==> src/rtl/stream_demux2.sv <==
// Registered 1-to-2 stream router: steers each input beat into one of two
// single-entry output slots (A when in_sel=0, B when in_sel=1) with delivered-beat counters.
module stream_demux2 #(
  parameter int unsigned WIDTH = 32,
  parameter int unsigned CNT_W = 16
) (
  input  logic             clk,
  input  logic             rst,
  input  logic             flush,
  input  logic             in_valid,
  output logic             in_ready,
  input  logic             in_sel,
  input  logic [WIDTH-1:0] in_data,
  output logic             a_valid,
  input  logic             a_ready,
  output logic [WIDTH-1:0] a_data,
  output logic             b_valid,
  input  logic             b_ready,
  output logic [WIDTH-1:0] b_data,
  output logic [CNT_W-1:0] a_count,
  output logic [CNT_W-1:0] b_count
);

  typedef enum logic {StEmpty, StFull} slot_e;

  slot_e            a_state_q, a_state_d;
  slot_e            b_state_q, b_state_d;
  logic [WIDTH-1:0] a_data_q, a_data_d;
  logic [WIDTH-1:0] b_data_q, b_data_d;
  logic [CNT_W-1:0] a_count_q, a_count_d;
  logic [CNT_W-1:0] b_count_q, b_count_d;

  logic a_hs, b_hs;
  logic accept, acc_a, acc_b;

  assign a_valid = (a_state_q == StFull);
  assign b_valid = (b_state_q == StFull);
  assign a_data  = a_data_q;
  assign b_data  = b_data_q;
  assign a_count = a_count_q;
  assign b_count = b_count_q;

  // Only the selected branch gates the input; a draining slot can take a new beat.
  assign in_ready = !rst && !flush &&
                    (in_sel ? (!b_valid || b_ready) : (!a_valid || a_ready));

  assign accept = in_valid && in_ready;
  assign acc_a  = accept && !in_sel;
  assign acc_b  = accept && in_sel;
  assign a_hs   = a_valid && a_ready;
  assign b_hs   = b_valid && b_ready;

  always_comb begin
    a_state_d = a_state_q;
    a_data_d  = a_data_q;
    unique case (a_state_q)
      StEmpty: if (acc_a) a_state_d = StFull;
      StFull:  if (a_hs && !acc_a) a_state_d = StEmpty;
      default: a_state_d = StEmpty;
    endcase
    if (acc_a) a_data_d = in_data;
    if (flush) a_state_d = StEmpty;
  end

  always_comb begin
    b_state_d = b_state_q;
    b_data_d  = b_data_q;
    unique case (b_state_q)
      StEmpty: if (acc_b) b_state_d = StFull;
      StFull:  if (b_hs && !acc_b) b_state_d = StEmpty;
      default: b_state_d = StEmpty;
    endcase
    if (acc_b) b_data_d = in_data;
    if (flush) b_state_d = StEmpty;
  end

  // Saturating counters; a handshake during a flush cycle still counts.
  always_comb begin
    a_count_d = a_count_q;
    b_count_d = b_count_q;
    if (a_hs && (a_count_q != {CNT_W{1'b1}})) a_count_d = a_count_q + CNT_W'(1);
    if (b_hs && (b_count_q != {CNT_W{1'b1}})) b_count_d = b_count_q + CNT_W'(1);
  end

  always_ff @(posedge clk) begin
    if (rst) begin
      a_state_q <= StEmpty;
      b_state_q <= StEmpty;
      a_data_q  <= '0;
      b_data_q  <= '0;
      a_count_q <= '0;
      b_count_q <= '0;
    end else begin
      a_state_q <= a_state_d;
      b_state_q <= b_state_d;
      a_data_q  <= a_data_d;
      b_data_q  <= b_data_d;
      a_count_q <= a_count_d;
      b_count_q <= b_count_d;
    end
  end

endmodule

==> config.mk <==
export PLATFORM = sky130hd
export DESIGN_NAME = stream_demux2
export DESIGN_NICKNAME = d
export VERILOG_FILES = /design/src/rtl/stream_demux2.sv
export SDC_FILE = /design/constraint.sdc
export NUM_CORES = 1
export LEC_CHECK = 0
export ABC_AREA = 1
export CORE_ASPECT_RATIO = 1.1
export CORE_MARGIN = 2
export CORE_UTILIZATION = 55
export CTS_BUF_LIST = sky130_fd_sc_hd__clkbuf_8
export CTS_CLUSTER_SIZE = 10
export DETAILED_ROUTE_END_ITERATION = 8
export DONT_BUFFER_PORTS = 1
export PLACE_DENSITY_LB_ADDON = 0.12
export SKIP_LAST_GASP = 1
export SYNTH_ARGS = -nofsm -noshare
export SYNTH_HDL_FRONTEND = slang
export SYNTH_SLANG_ARGS = --single-unit
==> constraint.sdc <==
create_clock -name clk -period 1.6 [get_ports clk]
set_input_delay 0.16 -clock clk [delete_from_list [all_inputs] [get_ports clk]]
set_output_delay 0.16 -clock clk [all_outputs]
set_load 0.02 [all_outputs]
## Yosys cells after proc, flatten, opt, wreduce, memory -nomap -nowiden

Cells that the tools add are included.

- Equality and inequality tests: 2
- Shift operators: 0
- $lt $le $gt $ge: 0
- $mul: 0
- Reductions and logical operators: 21
- Bitwise gates (word level): 2
- Mux-type cells: 7
- Divide/modulo/power cells: 0
- Add/sub/neg operators: 2

Operators by type and width:

| operator | number |
|---|---|
| 16-bit by 1-bit adder with 16-bit output (second input constant) | 2 |
| 16-bit inequality test (second input constant) | 2 |
| 1-bit logical AND | 11 |
| 1-bit zero test | 7 |
| 1-bit 2-to-1 mux | 5 |
| 1-bit case mux with 2 select lines | 2 |
| 1-bit logical OR | 2 |
| 1-bit NOT | 2 |
| 2-bit OR reduction | 1 |

- ROM bits: 0
- Word-level logic and storage cells: 40
- Bits in latches: 0
- Memories: 0
- Bits in writable memories: 0
- Output and inout bits: 99
- Input bits: 39
- Register bits: 98

## Logic depth before layout (Yosys ltp)

- Depth after elaboration: 10
- Gate-level depth with buffers: 10

## Worst setup path before layout

Ideal clock, no wire load.

- Path kind: register to register
- Start: reg b_count_q[0], in the netlist b_count[0]
- End: reg b_count_q[11], in the netlist b_count[11]
- Buffers on the path: 1
- Period minus slack after synthesis: 1.641 ns
- Setup slack: -0.041 ns
- Arrival time: 1.509 ns
- Cell stages (with the launch flop): 10
- Cells stage by stage: dfxtp_1 > ha_1 > nand2_1 > nor2_1 > nand2_1 > nor2_1 > nor2_2 > buf_2 > nand2_1 > a21oi_1

- Cells in the longest elaborated chain, start to end: 2

RTL lines:

| element | RTL line | source |
|---|---|---|
| start: declaration | 31 | `logic [CNT_W-1:0] b_count_q, b_count_d;` |
| start signal: assignment | 99 | `b_count_q <= b_count_d;` |
| parallel branches: the longest is 2 deep, another holds 16-bit by 1-bit adder with 16-bit output | n/a |  |

Parallel ways; which one is timed is not known.
A chain may end at the register's enable or synchronous reset.

## Worst setup path in the final report

- Start: reg b_count_q[0], in the netlist b_count[0]
- End: reg b_count_q[15], in the netlist b_count[15]

The elaborated chain is that of the path after synthesis.

==> impl_metrics.json <==
{
  "status": "complete, no violations",
  "swShare_pct": 25.7,
  "final_nets": 701,
  "io_buffers": 0,
  "ys_seq_area_share_pct": 47.2,
  "track_usage_pct": 25.8,
  "cp.required_ps": 1860,
  "start_util_pct": 56.2,
  "grt_pass1_wl_um": 17000,
  "hold_path_class": "input port to flop",
  "power_frac_seq_pct": 57.0,
  "seqCellArea_um2": 1970,
  "reg2reg_from": "b_count[0]",
  "cts_buffers": 9,
  "critPathArrivalTime_ps": 1740,
  "synth_area_leaders": "dfxtp_1, nand2_1, nor2_1",
  "p_leak_nw": 2.00,
  "drt-vias-per-instance": 5.39,
  "die_w_um": 86.9,
  "min_period_ps": 1480,
  "n_antenna_cell": 0,
  "fin_cells": 752,
  "multi_input_area_um2": 1960,
  "rows": 33,
  "wl_um": 11000,
  "overflow": 0,
  "yosysUniqueCellTypes": 23,
  "synth.most_common_cell": "nand2_1",
  "period_share_pct": 92.7,
  "fin_skew_ps": 13.4,
  "hold-worst-slack_ps": 132,
  "synth_warnings": 0,
  "cts_tree": "built",
  "grt_pass1_vias": 3753,
  "crit_chain": "ha_1, nand2_1, nor2_1, nand2_1, nor2_2, nor2_4, buf_12, a21oi_1, nor2_1",
  "place_inst": 696,
  "holdPathEnd": "a_count[2]",
  "powerDensity_nw_per_um2": 868,
  "grt_max_degree": 57,
  "clk_pin_slew_worst_paths_ps": 100,
  "io_pins": 138,
  "coreArea_um2": 7390,
  "synth-main-ff-cell": "dfxtp_1",
  "synth_nets": 625,
  "antenna_found_initial": 0,
  "cp-start-kind": "flop",
  "hold_depth": 4,
  "hpwl_um": 7240,
  "yosys.area.top_type_share_pct": 47.2,
  "p_comb_share_pct": 6.4,
  "switchingPower_mw": 1.16,
  "setup_ws_ps": 116,
  "synth_edf_count": 0,
  "insertion_delay_ps": 370,
  "ant_nets": 0,
  "worstMarginPinSlew_ps": 1100,
  "drv_cap": 0,
  "async_flop_share_pct": 0,
  "finalHoldViolCount": 0,
  "clockBufferDepth": 2,
  "wl_per_cell_um": 14.6,
  "vdd_drop_max_mv": 0.394,
  "htreeDepth": 3,
  "p_int_mw": 3.35,
  "fmax_ghz": 0.674,
  "yosysTopAreaCell": "dfxtp_1",
  "dieArea_um2": 8270,
  "netlist_area_um2": 4160,
  "r2r_slack_ps": 120,
  "drt-initial-drc-count": 181,
  "synth_seq_cells": 98,
  "root_buffer": "clkbuf_8",
  "die_y_um": 95.2,
  "vias": 4056,
  "synth_cells": 584,
  "post-place-ws_ps": -62.7,
  "crit_path_end_kind": "flop",
  "critPathMaxFanout": 16,
  "area_growth_syn_to_layout_pct": 24.9,
  "netlist_top_cells_count": "nand2_1, nor2_1, dfxtp_1",
  "cts_sinks": 98,
  "drc": 0,
  "syn_avg_cell_area_um2": 7.12,
  "drv_slew": 0,
  "min-delay-start": "a_ready",
  "gp_congestion": 0.794,
  "worst_slew_margin_rel_pct": 26.9,
  "finalSetupViolCount": 0,
  "max_stage_delay_ps": 340,
  "drtPass1Iterations": 5,
  "cpMaxStageDelayCell": "dfxtp_2",
  "p_clk_share_pct": 36.6,
  "reg2reg_depth": 9,
  "r2r_end": "b_count[15]",
  "power.total_mw": 4.51,
  "path_class": "flop to flop",
  "n_fill_cell": 619,
  "layout-drive-gt1-share_pct": 13.4
}
## cell type report
type                            count  area share, %
Clock buffer                        9           2.39
Clock inverter                      7           1.49
Inverter                           29           2.10
Multi-Input combinational cell    429           37.8
Sequential cell                    98           37.9
Tap cell                           87           2.10
Timing Repair Buffer               93           16.3
## sequential cells by signal, indices dropped and copies added (netlist names)
signal,cells
a_data,32
b_data,32
a_valid,1
b_count,16
a_count,16
b_valid,1
## per-layer routing
| metal | up-vias | GRT usage, % | routed length [um] |
|---|---|---|---|
| li1 | 2043 | - | - |
| met1 | 1810 | 30.5 | 4510 |
| met2 | 165 | 43.3 | 5200 |
| met3 | 38 | 7.27 | 914 |
| met4 | 0 | 11.6 | 341 |
| met5 | - | 0 | 0 |
## cells by family after synthesis
logic type	after synthesis	synth area share (%)
AND/OR/NAND/NOR	319	31.6
flip-flops	98	47.2
AO/OA/AOI/OAI	94	11.5
buffers and inverters	57	6.08
XOR/XNOR	14	2.95
adder cells (fa/ha/maj)	2	0.602
## placed cells by master, fill, tap and decap left out, types with 6 or more instances in the layout
cell / instances
o21ai_0: 33
a21oi_1: 58
clkbuf_8: 9
xnor2_1: 6
xor2_1: 8
nand2_1: 137
buf_4: 52
dlygate4sd3_1: 35
dfxtp_1: 94
inv_1: 28
nand3_1: 54
nand4_1: 10
nor2_1: 108
## worst max-delay path, delay by kind of cell (launching register included)
kind / cells / cell delay (ps)
flip-flops: 1 / 340
AO/OA/AOI/OAI: 1 / 120
buffers and inverters: 1 / 140
adder cells (fa/ha/maj): 1 / 160
AND/OR/NAND/NOR: 6 / 610
## worst max path at each step
stage / from / endpoint / slack [ps] / cells past startpoint
after floorplan: a_count[0] / a_count[11] / 8 / 9
after global placement: b_count[0] / b_count[15] / -30 / 9
after detailed placement: b_count[0] / b_count[13] / -60 / 9
after CTS: a_count[0] / a_count[11] / 60 / 9
after global routing: b_count[0] / b_count[15] / -30 / 9
final: b_count[0] / b_count[15] / 120 / 9
## power by group through the flow
stage / logic [mW] / clock network [mW] / registers, mW
floorplan: 0.154 / 0 / 2.62
global placement: 0.153 / 0 / 2.63
detailed placement: 0.157 / 0 / 2.63
CTS: 0.279 / 1.68 / 2.57
global route: 0.319 / 1.77 / 2.58
finish: 0.289 / 1.65 / 2.57
## metrics by stage
step / util (%) / area [um2] / setup TNS (ps)
after detailed placement: 61.5 / 4550 / -378
final: 70.2 / 5190 / 0
after floorplan: - / 4160 / 0
after CTS: 69.5 / 5140 / 0
after global placement: 61.5 / 4550 / -55.5
after global routing: 70.2 / 5190 / -31.7
## timing repair
action,CTS,global route
buffers inserted,0,3
hold endpoints to repair,89,0
endpoints found under the setup margin,20,23
resized for setup,2,9
pin swaps,0,4
hold buffers,37,0
(Power assumes the default switching activity.)
